===== src/rtl/rnd_share_arb_pkg.sv =====
// Shared definitions for the random-word sharing arbiter.
// Optional feature macro: RND_DROP_CNT_EN (drop counter port and logic).
package rnd_share_arb_pkg;

    // Arbiter FSM state encodings
    typedef enum logic [1:0] {
        ST_EMPTY = 2'd0,
        ST_HOLD  = 2'd1,
        ST_GRANT = 2'd2
    } state_e;

    // Width of a round-robin pointer over n requesters (at least one bit)
    function automatic int unsigned ptr_width(input int unsigned n);
        return (n > 1) ? $clog2(n) : 1;
    endfunction

endpackage


===== src/rtl/rnd_rr_pick.sv =====
// Combinational round-robin search: first set request at or after rr_ptr, wrapping.
module rnd_rr_pick #(
    parameter int unsigned NUM_REQ = 4,
    parameter int unsigned PTR_W   = 2
) (
    input  logic [NUM_REQ-1:0] req,
    input  logic [PTR_W-1:0]   rr_ptr,
    output logic [NUM_REQ-1:0] pick_oh_c,
    output logic [PTR_W-1:0]   pick_idx_c,
    output logic               pick_any_c
);

    int unsigned cand;

    // Scan offsets from farthest to nearest so the nearest set request wins
    always_comb begin
        pick_oh_c  = '0;
        pick_idx_c = '0;
        pick_any_c = 1'b0;
        cand       = 0;
        for (int unsigned k = 0; k < NUM_REQ; k++) begin
            cand = (32'(rr_ptr) + (NUM_REQ - 1 - k)) % NUM_REQ;
            if (req[cand]) begin
                pick_oh_c       = '0;
                pick_oh_c[cand] = 1'b1;
                pick_idx_c      = PTR_W'(cand);
                pick_any_c      = 1'b1;
            end
        end
    end

endmodule


===== src/rtl/rnd_share_arb.sv =====
// Shares one random-word source among NUM_REQ consumers: buffers one word,
// grants it round-robin, delivers each word exactly once.
// Optional feature macro: RND_DROP_CNT_EN (saturating count of dropped words).
module rnd_share_arb
    import rnd_share_arb_pkg::*;
#(
    parameter int unsigned DATA_LEN = 8,
    parameter int unsigned NUM_REQ  = 4,
    parameter int unsigned CNT_W    = 8
) (
    input  logic                clk,
    input  logic                rst_n,
    input  logic                rnd_valid,
    input  logic [DATA_LEN-1:0] rnd_num,
    input  logic [NUM_REQ-1:0]  req,
    output logic [NUM_REQ-1:0]  gnt,
    output logic [DATA_LEN-1:0] gnt_data,
    output logic                buf_full
`ifdef RND_DROP_CNT_EN
    ,
    output logic [CNT_W-1:0]    drop_cnt
`endif
);

    localparam int unsigned PTR_W = ptr_width(NUM_REQ);

    state_e              state;
    logic [DATA_LEN-1:0] word;
    logic [PTR_W-1:0]    rr_ptr;
    logic [NUM_REQ-1:0]  pick_oh_c;
    logic [PTR_W-1:0]    pick_idx_c;
    logic                pick_any_c;
    logic [PTR_W-1:0]    ptr_next_c;

    rnd_rr_pick #(
        .NUM_REQ (NUM_REQ),
        .PTR_W   (PTR_W)
    ) u_pick (
        .req        (req),
        .rr_ptr     (rr_ptr),
        .pick_oh_c  (pick_oh_c),
        .pick_idx_c (pick_idx_c),
        .pick_any_c (pick_any_c)
    );

    // Pointer moves to the requester just after the winner, wrapping
    always_comb begin
        ptr_next_c = '0;
        if (pick_idx_c != PTR_W'(NUM_REQ - 1)) begin
            ptr_next_c = pick_idx_c + PTR_W'(1);
        end
    end

    // Arbiter FSM with holding register, grant pulse and round-robin pointer
    always_ff @(posedge clk or negedge rst_n) begin
        if (!rst_n) begin
            state    <= ST_EMPTY;
            word     <= '0;
            gnt      <= '0;
            gnt_data <= '0;
            buf_full <= 1'b0;
            rr_ptr   <= '0;
        end else begin
            gnt      <= '0;
            gnt_data <= '0;
            case (state)
                ST_EMPTY: begin
                    if (rnd_valid) begin
                        word     <= rnd_num;
                        buf_full <= 1'b1;
                        state    <= ST_HOLD;
                    end
                end
                ST_HOLD: begin
                    // a word arriving here is dropped; the held word stays
                    if (pick_any_c) begin
                        gnt      <= pick_oh_c;
                        gnt_data <= word;
                        rr_ptr   <= ptr_next_c;
                        state    <= ST_GRANT;
                    end
                end
                ST_GRANT: begin
                    if (rnd_valid) begin
                        word  <= rnd_num;
                        state <= ST_HOLD;
                    end else begin
                        buf_full <= 1'b0;
                        state    <= ST_EMPTY;
                    end
                end
                default: begin
                    buf_full <= 1'b0;
                    state    <= ST_EMPTY;
                end
            endcase
        end
    end

`ifdef RND_DROP_CNT_EN
    // Saturating count of words that arrive while one is already held
    always_ff @(posedge clk or negedge rst_n) begin
        if (!rst_n) begin
            drop_cnt <= '0;
        end else if ((state == ST_HOLD) && rnd_valid && (drop_cnt != '1)) begin
            drop_cnt <= drop_cnt + CNT_W'(1);
        end
    end
`else
    logic unused_cnt_w;
    assign unused_cnt_w = (CNT_W == 0);
`endif

endmodule


===== config.mk =====
export PLATFORM = sky130hd
export DESIGN_NAME = rnd_share_arb
export DESIGN_NICKNAME = d
export VERILOG_FILES = /design/src/rtl/rnd_share_arb_pkg.sv /design/src/rtl/rnd_rr_pick.sv /design/src/rtl/rnd_share_arb.sv
export SDC_FILE = /design/constraint.sdc
export NUM_CORES = 1
export LEC_CHECK = 0
export BUFFER_PORTS_ARGS = -buffer_cell sky130_fd_sc_hd__buf_4
export CORE_AREA = 10 10 62 64
export CTS_CLUSTER_DIAMETER = 80
export DETAILED_ROUTE_END_ITERATION = 8
export DIE_AREA = 0 0 72 74
export GPL_ROUTABILITY_DRIVEN = 0
export PLACE_DENSITY = 0.81
export SKIP_CTS_REPAIR_TIMING = 1
export SYNTH_ARGS = -nofsm -noshare
export SYNTH_HDL_FRONTEND = slang
export SYNTH_SLANG_ARGS = --single-unit

===== constraint.sdc =====
create_clock -name clk -period 2.6 [get_ports clk]
set_input_delay 0.26 -clock clk [delete_from_list [all_inputs] [get_ports clk]]
set_output_delay 0.26 -clock clk [all_outputs]
set_load 0.01 [all_outputs]

==> impl_metrics.yaml, run 1 <==
pwr:
  leakage_nw: 0.758
  p_switching_w: 0.000508
  seqPwrFrac_pct: 35.9
  fin_total_pwr_w: 0.00139
  peakVddDrop_mv: 0.611
  comb_power_share_pct: 52.4
  p_int_w: 0.000885
  switching_share_pct: 36.5
  power_frac_clock_pct: 11.7
  power_density_mw_per_mm2: 872
critical_path:
  r2r_start: "rr_ptr[1]"
  start_kind: "flip-flop"
  worstPathRequired_ns: 2.78
  rr_endpoint: "rr_ptr[1]"
  reg2reg_slack_ns: 0.28
  crit_arrival_ns: 2.51
  cp-end-kind: "flip-flop"
  reg2reg_depth: 8
  cp_max_fo: 10
  path_class: "flip-flop to flip-flop"
placed_design:
  io_buffers: 27
  place_hpwl_mm: 2.03
logic_synthesis:
  avgSynthCellArea_um2: 12.4
  yosysSeqAreaShare_pct: 46.8
  ys_types: 30
  synth_seq_cells: 25
  syn_area_mm2: 0.00134
  synthCells: 108
  yosys_warnings: 0
  synth_nets: 131
cells_and_area:
  synthToLayoutAreaGrowth_pct: 19.6
  drive_gt1_share_pct: 36.7
  regArea_um2: 627
  fill_cells: 231
  num-nets-final: 163
  n_antenna_cell: 0
  multi_input_area_um2: 663
sta:
  worst_pin_slew_ns: 0.293
  relSlewSlack_pct: 80.4
  setup_viol: 0
  tns_ns: 0
  fmax_mhz: 431
  fin_crit_sh_pct: 89.3
  skew_ns: 0.00222
  hold_viol: 0
  final_max_slew_viol_count: 0
  min_period_ns: 2.32
  rsz0062_at_grt: "no"
detailed_routing:
  drc: 0
  drt_iter0_drc: 81
  drt-total-wl_mm: 2.64
  vias: 930
  vias_per_cell: 5.47
  final_antenna_net_count: 0
  firstDrtPassIters: 4
  wl_per_cell_um: 15.5
grt:
  grt_pass1_vias: 884
  grt_max_degree: 26
  grt_pass1_wl_mm: 4.23
  antenna_found_initial: 0
  grt_usage_pct: 9.69
  grt_overflow: 0
floorplanning:
  rows: 19
  core_mm2: 0.00266
  initial_core_util_pct: 50.2
  die_w_um: 72
  io_pins: 28
  die_h_um: 74
  dieArea_mm2: 0.00533
hold_path:
  hold_depth: 2
  worstHoldStart: "rnd_num[6]"
  hold_end: "word[6]"
  hold_path.class: "input pin to flip-flop"
clock_tree:
  clockBufferDepth: 2
  htreeDepth: 1
  numCtsBuffers: 3
  clk_latency_ns: 0.30
  root_buffer: "clkbuf_4"
  cts_sinks: 25
  clk_pin_slew_ns: 0.12
  cts_tree: "yes"
outcome:
  status: "finished clean"
flow_run:
  maxCapViolations: 0
==> cells in the mapped netlist <==
master / instances / area, um2
mux2i_1: 7 / 70.1
o21ai_0: 4 / 20.0
nor2_1: 1 / 3.75
o22ai_1: 4 / 25.0
and2_1: 8 / 50.1
nand3_1: 2 / 10.0
a21oi_1: 2 / 10.0
a221o_2: 1 / 11.3
dfrtp_1: 25 / 626
inv_1: 2 / 7.51
o311a_2: 1 / 11.3
o21bai_1: 1 / 7.51
or2_1: 1 / 6.26
o221ai_1: 1 / 8.76
buf_6: 2 / 22.5
clkbuf_8: 1 / 13.8
ha_1: 8 / 100
a221o_1: 1 / 10.0
mux4_2: 3 / 67.6
nand2b_1: 5 / 31.3
or2_2: 1 / 6.26
nor2b_1: 2 / 12.5
buf_1: 1 / 3.75
or3_1: 1 / 6.26
o21bai_2: 1 / 11.3
nand2_1: 7 / 26.3
nor2b_4: 1 / 13.8
mux2_2: 9 / 101
a22o_1: 4 / 35.0
nor3b_1: 1 / 7.51
==> power groups by stage <==
stage | Clock [W] | Combinational [W] | Sequential, W
detailed placement | 0 | 0.000733 | 0.000508
floorplan | 0 | 0.000541 | 0.000525
CTS | 0.000168 | 0.000734 | 0.000499
finish | 0.000163 | 0.000730 | 0.000501
global placement | 0 | 0.000704 | 0.000502
global route | 0.000183 | 0.000807 | 0.000509
==> stage by stage <==
step	std cells	hold WS [ns]	area [um2]	util [%]	worst slack, ns
3_3_place_gp	165	0.171	1560	58.6	0.297
3_5_place_dp	165	0.173	1560	58.6	0.161
2_1_floorplan	108	-0.0356	1340	-	0.236
4_1_cts	169	-0.172	1590	59.6	0.149
5_1_grt	170	0.154	1600	60.0	0.0945
6_report	170	0.178	1600	60.0	0.279
==> sequential cells by signal (all words and copies together), names as in the netlist <==
name,count
state,2
rr_ptr,2
buf_full,1
gnt_data,8
gnt,4
word,8
==> routing by layer <==
metal | vias up | global-route usage [%] | routed length (um) | share of wire, %
met1 | 461 | 11.1 | 1020 | 39
met4 | 0 | 3.23 | 25 | 0.95
li1 | 450 | - | - | -
met2 | 17 | 17.1 | 1440 | 55
met5 | - | 0 | 0 | 0
met3 | 2 | 2.66 | 152 | 5.8
==> worst max path at each step <==
stage,from,endpoint,slack (ns),cells past startpoint
floorplan,rr_ptr[0],rr_ptr[1],0.24,9
global placement,rr_ptr[1],rr_ptr[1],0.30,8
detailed placement,rr_ptr[1],rr_ptr[1],0.16,8
CTS,rr_ptr[1],rr_ptr[1],0.15,8
global route,rr_ptr[1],rr_ptr[1],0.09,8
finish,rr_ptr[1],rr_ptr[1],0.28,8
==> cell usage in the layout, fill, tap and decap left out <==
master,count
o311a_2,1
and2_1,8
a221o_2,1
nor2b_1,2
nor3b_1,1
or2_1,1
nand2_1,7
or2_2,1
nand2b_1,5
a21oi_1,2
ha_1,8
a22o_1,4
dlygate4sd3_1,1
buf_4,30
a221o_1,1
inv_1,2
mux2_2,9
dfrtp_2,1
o22ai_1,4
o221ai_1,1
nor2b_4,1
mux2i_1,7
mux4_2,3
nand3_1,2
dfrtp_1,24
o21bai_2,1
or3_1,1
clkbuf_4,3
o21ai_0,4
clkbuf_1,1
nor2_1,1
o21bai_1,1
==> kinds of logic (layout without fill, tap and decap cells) <==
| family | Yosys count | after routing | synth area share [%] |
|---|---|---|---|
| AO/OA/AOI/OAI | 20 | 20 | 11.2 |
| adder cells (fa/ha/maj) | 8 | 8 | 7.49 |
| buffers and inverters | 6 | 37 | 3.56 |
| flip-flops | 25 | 25 | 46.8 |
| multiplexers | 19 | 19 | 17.9 |
| AND/OR/NAND/NOR | 30 | 30 | 13.0 |
==> worst max-delay path, cell delays in order (launching register included) <==
cell	delay [ns]
dfrtp_2	0.49
inv_1	0.15
ha_1	0.39
mux4_2	0.51
nor2b_4	0.15
o21ai_0	0.22
o21bai_2	0.10
nand3_1	0.08
o221ai_1	0.10
==> area by class of cell <==
class                      count  area share, %
tap                           31           2.43
multi-input combinational     77           41.5
inverter                       2          0.470
sequential                    25           39.2
timing repair buffer          31           14.7
clock buffer                   4           1.64
(Power assumes the default switching activity.)
==> run 2: changes to the inputs <==
Settings changed: CORE_AREA 10 10 62 64 to 10 10 66 68, DIE_AREA 0 0 72 74 to 0 0 76 78, PLACE_DENSITY 0.81 to 0.73.
==> run 2 against run 1 <==
  * Clock skew rose by 0.013 ns
  * Power rose by 0.97%
  * Highest routed layer unchanged
  * Routed wire length fell by 2.1%
  * Cell count rose by 8.2%
==> impl_metrics.yaml, run 2 (synthesis gave the netlist of run 1 again) <==
grt:
  grt_usage_pct: 8.51
  grt_pass1_vias: 928
  antenna_found_initial: 0
  grt_overflow: 0
  grt_max_degree: 26
  grt_pass1_wl_mm: 4.34
cells_and_area:
  fill_cells: 271
  final_common_cell: "buf_4"
  mostFrequentLayoutCells: "buf_4, dfrtp_1, mux2_2"
  num-nets-final: 162
  multi_input_area_um2: 663
  final_cells: 184
  regArea_um2: 626
  drive_gt1_share_pct: 35.5
  reg_top3: "gnt_data: 8 flops, word: 8 flops, gnt: 4 flops"
  n_antenna_cell: 0
  synthToLayoutAreaGrowth_pct: 20.3
hold_path:
  hold_path.class: "input pin to flip-flop"
  hold_depth: 2
  worstHoldStart: "rnd_num[6]"
placed_design:
  io_buffers: 27
  pre_cts_ws_ns: 0.371
  place_hpwl_mm: 1.97
  dp.cells: 179
floorplanning:
  core_mm2: 0.00318
  io_pins: 28
  dieArea_mm2: 0.00593
  initial_core_util_pct: 42.0
  die_w_um: 76
  die_h_um: 78
  rows: 21
clock_tree:
  htreeDepth: 1
  clockBufferDepth: 2
  root_buffer: "clkbuf_4"
  clk_pin_slew_ns: 0.14
  numCtsBuffers: 3
  cts_tree: "yes"
  cts_sinks: 25
  clk_latency_ns: 0.31
detailed_routing:
  firstDrtPassIters: 4
  vias_per_cell: 4.86
  vias: 895
  final_antenna_net_count: 0
  drc: 0
  drt-total-wl_mm: 2.58
  wl_per_cell_um: 14.0
  drt_iter0_drc: 42
pwr:
  power_density_mw_per_mm2: 875
  peakVddDrop_mv: 0.477
  leakage_nw: 0.754
sta:
  final_max_slew_viol_count: 0
  worst_pin_slew_ns: 1.11
  hold_viol: 0
  relSlewSlack_pct: 26.2
  fin_ws_ns: 0.355
  fmax_mhz: 445
  tns_ns: 0
  fin_crit_sh_pct: 86.4
  skew_ns: 0.0156
  min_period_ns: 2.25
  setup_viol: 0
  rsz0062_at_grt: "no"
critical_path:
  cp-end-kind: "flip-flop"
  reg2reg_depth: 8
  critPathLaunch: "rr_ptr[0]"
  worstPathRequired_ns: 2.77
  r2r_start: "rr_ptr[0]"
  start_kind: "flip-flop"
  cp_max_fo: 8
  crit_arrival_ns: 2.41
  path_class: "flip-flop to flip-flop"
flow_run:
  maxCapViolations: 0
outcome:
  status: "finished clean"
run 2: changes by cell type in the layout (fill, tap and decap cells not counted), sizes merged:
cell / delta
buf: -1
run 2: cell type report:
class                           count  area share, %
Inverter                            2          0.467
Tap cell                           46           3.58
Timing Repair Buffer               30           14.2
Sequential cell                    25           38.9
Multi-Input combinational cell     77           41.2
Clock buffer                        4           1.63
run 2: critical path, stage by stage, from the launching register on:
cell and delay, ns:
dfrtp_1 0.37, inv_1 0.12, ha_1 0.42, mux4_2 0.53, nor2b_4 0.16, o21ai_0 0.21, o21bai_2 0.10, nand3_1 0.08
o221ai_1 0.11
run 2: metrics by stage:
step                hold slack [ns]  instance area (um2)  total power (W)  utilization (%)
CTS                          -0.172                 1600          0.00141             50.3
finish                        0.172                 1610          0.00141             50.6
detailed placement            0.174                 1570          0.00125             49.4
global route                  0.158                 1610          0.00151             50.6
global placement              0.171                 1570          0.00122             49.4
floorplan                   -0.0356                 1340          0.00107                -
run 2: power breakdown:
| group | total (W) | switching (W) | leakage [nW] | internal (W) |
|---|---|---|---|---|
| logic | 0.000763 | 0.000385 | 0.423 | 0.000378 |
| clock network | 0.000166 | 0.000106 | 0.0150 | 0.0000597 |
| registers | 0.000478 | 0.0000244 | 0.316 | 0.000454 |
| total | 0.00141 | 0.000515 | 0.754 | 0.000891 |
run 2: metal layers:
metal	part of all wire [%]	up-vias	global-route usage (%)	wire, um
met4	0.39	0	1.70	10
met5	0	-	0	0
met2	48	23	14.5	1250
li1	-	449	-	-
met3	4.2	2	2.07	108
met1	47	421	10.7	1220
run 2: final timing paths:
check,to,slack (ns)
worst max-delay path,rr_ptr[1],0.35
max in group asynchronous,gnt_data[3],1.97
worst min-delay path,word[6],0.17
worst max register to register,rr_ptr[1],0.35
min in group asynchronous,word[1],0.38
worst min register to register,gnt_data[5],0.47
